===== src/rtl/dlya_chain_monitor.sv =====
// dlya_chain_monitor: launch-and-capture monitor for a chain of dlya delay cells.
// Drives an edge into the first cell, samples all taps one clock later, and
// accumulates the tap count over RUNS launches.
// Optional feature: define DLYA_MON_BUBBLE_CHK_EN to count the thermometer length
// and flag bubbles. Without it, the per-run count is the popcount of the taps.
module dlya_chain_monitor #(
    parameter int unsigned TAPS = 8,
    parameter int unsigned RUNS = 4,
    parameter int unsigned TMO  = 15
) (
    input  logic                            CLK,
    input  logic                            RST,
    input  logic                            START,
    input  logic [TAPS-1:0]                 TAP,
    output logic                            LAUNCH,
    output logic                            BUSY,
    output logic                            DONE,
    output logic [$clog2(TAPS*RUNS+1)-1:0]  CODE,
    output logic                            ERR
);

    localparam int unsigned CW    = $clog2(TAPS*RUNS+1);
    localparam int unsigned RUN_W = (RUNS > 1) ? $clog2(RUNS) : 1;
    localparam int unsigned TMO_W = $clog2(TMO+1);

    localparam logic [RUN_W-1:0] RUN_LAST = RUN_W'(RUNS-1);
    localparam logic [TMO_W-1:0] TMO_LAST = TMO_W'(TMO-1);

    typedef enum logic [1:0] {
        ST_IDLE  = 2'd0,
        ST_FIRE  = 2'd1,
        ST_DRAIN = 2'd2,
        ST_DONE  = 2'd3
    } state_t;

    state_t           state;
    logic [RUN_W-1:0] run_cnt;
    logic [TMO_W-1:0] tmo_cnt;
    logic [CW-1:0]    acc;
    logic [CW-1:0]    run_count;

`ifdef DLYA_MON_BUBBLE_CHK_EN
    logic bubble;
    logic bubble_q;
    logic seen_zero;

    // Per-run count: thermometer length from TAP[0]; any 1 above the first 0 is a bubble
    always_comb begin
        run_count = '0;
        bubble    = 1'b0;
        seen_zero = 1'b0;
        for (int i = 0; i < int'(TAPS); i++) begin
            if (!TAP[i]) begin
                seen_zero = 1'b1;
            end else if (seen_zero) begin
                bubble = 1'b1;
            end else begin
                run_count = run_count + CW'(1);
            end
        end
    end
`else
    // Per-run count: popcount of the sampled taps
    always_comb begin
        run_count = '0;
        for (int i = 0; i < int'(TAPS); i++) begin
            run_count = run_count + CW'(TAP[i]);
        end
    end
`endif

    // Measurement sequencer; TAP is sampled straight into the state update on purpose
    always_ff @(posedge CLK) begin
        if (RST) begin
            state   <= ST_IDLE;
            LAUNCH  <= 1'b0;
            BUSY    <= 1'b0;
            DONE    <= 1'b0;
            CODE    <= '0;
            ERR     <= 1'b0;
            run_cnt <= '0;
            tmo_cnt <= '0;
            acc     <= '0;
`ifdef DLYA_MON_BUBBLE_CHK_EN
            bubble_q <= 1'b0;
`endif
        end else begin
            DONE <= 1'b0;
            case (state)
                ST_IDLE: begin
                    if (START) begin
                        state   <= ST_FIRE;
                        LAUNCH  <= 1'b1;
                        BUSY    <= 1'b1;
                        acc     <= '0;
                        run_cnt <= '0;
                        tmo_cnt <= '0;
`ifdef DLYA_MON_BUBBLE_CHK_EN
                        bubble_q <= 1'b0;
`endif
                    end
                end
                ST_FIRE: begin
                    // Capture edge: the edge has had exactly one period to propagate
                    LAUNCH  <= 1'b0;
                    acc     <= acc + run_count;
                    tmo_cnt <= '0;
                    state   <= ST_DRAIN;
`ifdef DLYA_MON_BUBBLE_CHK_EN
                    bubble_q <= bubble_q | bubble;
`endif
                end
                ST_DRAIN: begin
                    if (TAP == '0) begin
                        tmo_cnt <= '0;
                        if (run_cnt == RUN_LAST) begin
                            state <= ST_DONE;
                            DONE  <= 1'b1;
                            BUSY  <= 1'b0;
                            CODE  <= acc;
`ifdef DLYA_MON_BUBBLE_CHK_EN
                            ERR   <= bubble_q;
`else
                            ERR   <= 1'b0;
`endif
                        end else begin
                            run_cnt <= run_cnt + RUN_W'(1);
                            state   <= ST_FIRE;
                            LAUNCH  <= 1'b1;
                        end
                    end else if (tmo_cnt == TMO_LAST) begin
                        // Chain never returned to zero: abort with no valid code
                        tmo_cnt <= '0;
                        state   <= ST_DONE;
                        DONE    <= 1'b1;
                        BUSY    <= 1'b0;
                        CODE    <= '0;
                        ERR     <= 1'b1;
                    end else begin
                        tmo_cnt <= tmo_cnt + TMO_W'(1);
                    end
                end
                ST_DONE: begin
                    state <= ST_IDLE;
                end
                default: begin
                    state <= ST_IDLE;
                end
            endcase
        end
    end

endmodule


===== config.mk =====
export PLATFORM = sky130hd
export DESIGN_NAME = dlya_chain_monitor
export DESIGN_NICKNAME = d
export VERILOG_FILES = /design/src/rtl/dlya_chain_monitor.sv
export SDC_FILE = /design/constraint.sdc
export NUM_CORES = 1
export LEC_CHECK = 0
export CAP_MARGIN = 10
export CORE_AREA = 2 2 57 59
export DETAILED_ROUTE_END_ITERATION = 12
export DIE_AREA = 0 0 59 61
export PLACE_DENSITY_LB_ADDON = 0.2
export SLEW_MARGIN = 20
export SYNTH_ARGS = -nofsm -noshare
export SYNTH_HDL_FRONTEND = slang
export SYNTH_SLANG_ARGS = --single-unit

===== constraint.sdc =====
create_clock -name CLK -period 10.7 [get_ports CLK]
set_input_delay 2.14 -clock CLK [delete_from_list [all_inputs] [get_ports CLK]]
set_output_delay 2.14 -clock CLK [all_outputs]
set_load 0.02 [all_outputs]

==> flow_summary.ini <==
[run_status]
outcome = completed

[sta]
setup_total_negative_slack_ns = 0
finalClockSkew_ns = 0.00946
drv_slew = 0
tightest_slew_ns = 0.744
fmax_ghz = 0.188
min_period_over_period = 0.498
rsz0062_at_grt = no
setup_slack_ns = 5.37
finalHoldViolCount = 0
worst_case_headroom_to_the_max_slew_limit = 0.503
minimum_period_implied_by_the_final_worst_setup_slack_ns = 5.33
report.final.setup_viol = 0

[finish]
num_antenna_cells = 0
layoutNonFillerInstCount = 208
design.final.nets = 202
number_of_filler_cells_placed_in_the_layout = 277
layout-drive-gt1-share = 0.0857
final_core_occ = 0.573
syn_to_final_growth_pct = 19.2

[global_routing]
antenna_found_initial = 0
via_count_of_the_first_global_routing_pass = 1111
grt_pass1_wl_mm = 4.84
grt_ovf = 0
grt_max_degree = 20
grtUsageTotal = 0.176

[detailed_routing]
detailedRoute.firstPassIterationCount = 4
wl_per_cell_um = 13.4
number_of_vias_in_the_routed_layout = 1177
routed_via_density = 5.66
total_routed_length_mm = 2.79
ant_nets = 0
post-route-drc-count = 0
dr.first_iter.drc_count = 50

[yosys]
synth.net_count = 182
async_flop_share = 0
dominantRegCellSynth = sky130_fd_sc_hd__dfxtp_1
yosys_warnings = 0
post_synth_instance_area_mm2 = 0.00142
post-synth-top-area-cell = sky130_fd_sc_hd__dfxtp_1
share_of_yosys_cell_area_claimed_by_the_top_area_cell_type = 0.338
synth_edf_count = 0
syn_inst = 156
synth.avg_cell_area_um2 = 9.10
ys_seq_area_frac = 0.338
yosys.cell_types.count = 41
synth_top_cells_by_count = sky130_fd_sc_hd__dfxtp_1, sky130_fd_sc_hd__inv_1, sky130_fd_sc_hd__nor2_1
synth.top_cells.by_area = sky130_fd_sc_hd__dfxtp_1, sky130_fd_sc_hd__ha_1, sky130_fd_sc_hd__fa_1, sky130_fd_sc_hd__inv_1, sky130_fd_sc_hd__nor2_1
yosysMostFrequentCell = sky130_fd_sc_hd__dfxtp_1
ys_ff_latch = 24

[run]
max_cap_violations = 0

[floorplanning]
initial_utilization = 0.481
floorplan.die.height_um = 61
ioPinCount = 21
design.die.area_mm2 = 0.00360
design.core.area_mm2 = 0.00295
placementRows = 20
die_w_um = 59

[clocking]
tritoncts_buffers = 3
clk_pin_slew_worst_paths_ns = 0.14
cts_hold_buf = 0
cts_htree_levels = 1
cts-root-buf = sky130_fd_sc_hd__clkbuf_4
post-cts-setup-buffers = 0
post_cts_resize_count = 0
clock_sink_count = 24
number_of_buffers_between_clock_root_and_the_deepest_sink = 2
cts_tree = built
worst_skew_pair.late_latency_ns = 0.33

[critical_path]
critical_path.max_stage_delay_ns = 0.54
timing.critical_path.from = TAP[0]
crit_top_cell = sky130_fd_sc_hd__fa_1
regToRegStartpoint = acc[0]
worst-path-buf-inv = 2
slowest_stage = sky130_fd_sc_hd__fa_1
worstPathMaxFanout = 2
worst_setup_path_start_kind = input pin
timing.critical_path.cells = clkdlybuf4s50_1, fa_1, inv_1, fa_1, fa_1, fa_1, fa_1, nor2b_1, o21ai_1, a211o_1, a31oi_1
worstPathRequired_ns = 10.95
critPathCaptureType = flip-flop
worst_path_arrival_ns = 5.58
critPathTopFamily = adder cells
worst-setup-path-type = input pin to flip-flop

[pwr]
max-vdd-ir-drop_v = 0.0000576
power.leakage_nw = 0.678
power-per-cell-area_mw_per_mm2 = 129

[placement]
port_buffers = 20
hpwl_mm = 2.19
gp_congestion = 0.810
pre_cts_slack_ns = 5.00
place_inst = 204

[hold_path]
hold_path_startpoint = ERR
class_of_the_most_critical_hold_timing_path = flip-flop to flip-flop
[power by group]
| group | switching, W | internal, W | leakage (nW) | total, W |
|---|---|---|---|---|
| Sequential | 0.00000407 | 0.0000933 | 0.195 | 0.0000974 |
| Combinational | 0.0000292 | 0.0000254 | 0.456 | 0.0000546 |
| Clock | 0.0000292 | 0.0000379 | 0.0279 | 0.0000671 |
| Total | 0.0000624 | 0.000157 | 0.678 | 0.000219 |
[per-layer routing]
layer | global-route usage | share of wire | vias up | wire (um)
met3 | 0.0213 | 0.041 | 4 | 113
met5 | 0 | 0 | - | 0
met4 | 0.0942 | 0.018 | 0 | 49
met1 | 0.251 | 0.49 | 552 | 1360
li1 | - | - | 594 | -
met2 | 0.262 | 0.45 | 27 | 1260
[sequential cells by signal (all words and copies together), names as in the netlist]
signal / cells
CODE: 6
acc: 6
tmo_cnt: 4
run_cnt: 2
state: 2
BUSY: 1
DONE: 1
ERR: 1
LAUNCH: 1
[placed cells by master (no fill, tap or decap), types with 3 or more instances in the layout]
| master | n |
|---|---|
| sky130_fd_sc_hd__dfxtp_1 | 24 |
| sky130_fd_sc_hd__clkdlybuf4s50_1 | 20 |
| sky130_fd_sc_hd__inv_1 | 16 |
| sky130_fd_sc_hd__nor2_1 | 14 |
| sky130_fd_sc_hd__ha_1 | 10 |
| sky130_fd_sc_hd__a21oi_1 | 8 |
| sky130_fd_sc_hd__nand2_1 | 7 |
| sky130_fd_sc_hd__nand2b_1 | 6 |
| sky130_fd_sc_hd__nand3_1 | 6 |
| sky130_fd_sc_hd__a22o_1 | 6 |
| sky130_fd_sc_hd__a31oi_1 | 5 |
| sky130_fd_sc_hd__fa_1 | 5 |
| sky130_fd_sc_hd__o21ai_1 | 4 |
| sky130_fd_sc_hd__nor2b_1 | 3 |
| sky130_fd_sc_hd__clkbuf_4 | 3 |
[metrics by stage]
stage	instance area [um^2]	hold slack (ns)	power [W]
floorplan	1420	0.448	0.000139
global placement	1640	0.449	0.000154
detailed placement	1640	0.457	0.000154
global route	1690	0.504	0.000233
finish	1690	0.483	0.000219
CTS	1690	0.486	0.000220
[layout make-up]
cell class,instances,area [um^2],area share
clock inverters,1,30.0,0.0177
well taps,33,41.3,0.0244
clock buffers,3,22.5,0.0133
flip-flops and latches,24,480,0.284
inverters,16,60.1,0.0355
multi-input cells,111,858,0.507
repair buffers,20,200,0.118
[final timing paths]
path	to	slack [ns]	cells after the start
worst max-delay path	acc[4]	5.37	11
worst min-delay path	ERR	0.48	2
worst max register to register	acc[4]	7.71	9
worst min register to register	ERR	0.48	2
[worst reg2reg max path, cell delays in order (launching register included)]
cell and delay (ns):
sky130_fd_sc_hd__dfxtp_1 0.40, sky130_fd_sc_hd__inv_1 0.08, sky130_fd_sc_hd__fa_1 0.52, sky130_fd_sc_hd__fa_1 0.42, sky130_fd_sc_hd__fa_1 0.41, sky130_fd_sc_hd__fa_1 0.41
sky130_fd_sc_hd__nor2b_1 0.12, sky130_fd_sc_hd__o21ai_1 0.09, sky130_fd_sc_hd__a211o_1 0.29, sky130_fd_sc_hd__a31oi_1 0.17
[logic make-up (layout without fill, tap and decap cells)]
kind of cell,after synthesis,count (layout),share of synthesized area
flip-flops,24,24,0.338
AO/OA/AOI/OAI,39,39,0.200
buffers and inverters,21,40,0.0573
multiplexers,1,1,0.00793
XOR/XNOR,1,1,0.00617
adder cells (fa/ha/maj),15,15,0.159
AND/OR/NAND/NOR,55,55,0.232
Power figures use the tool's default switching activity.
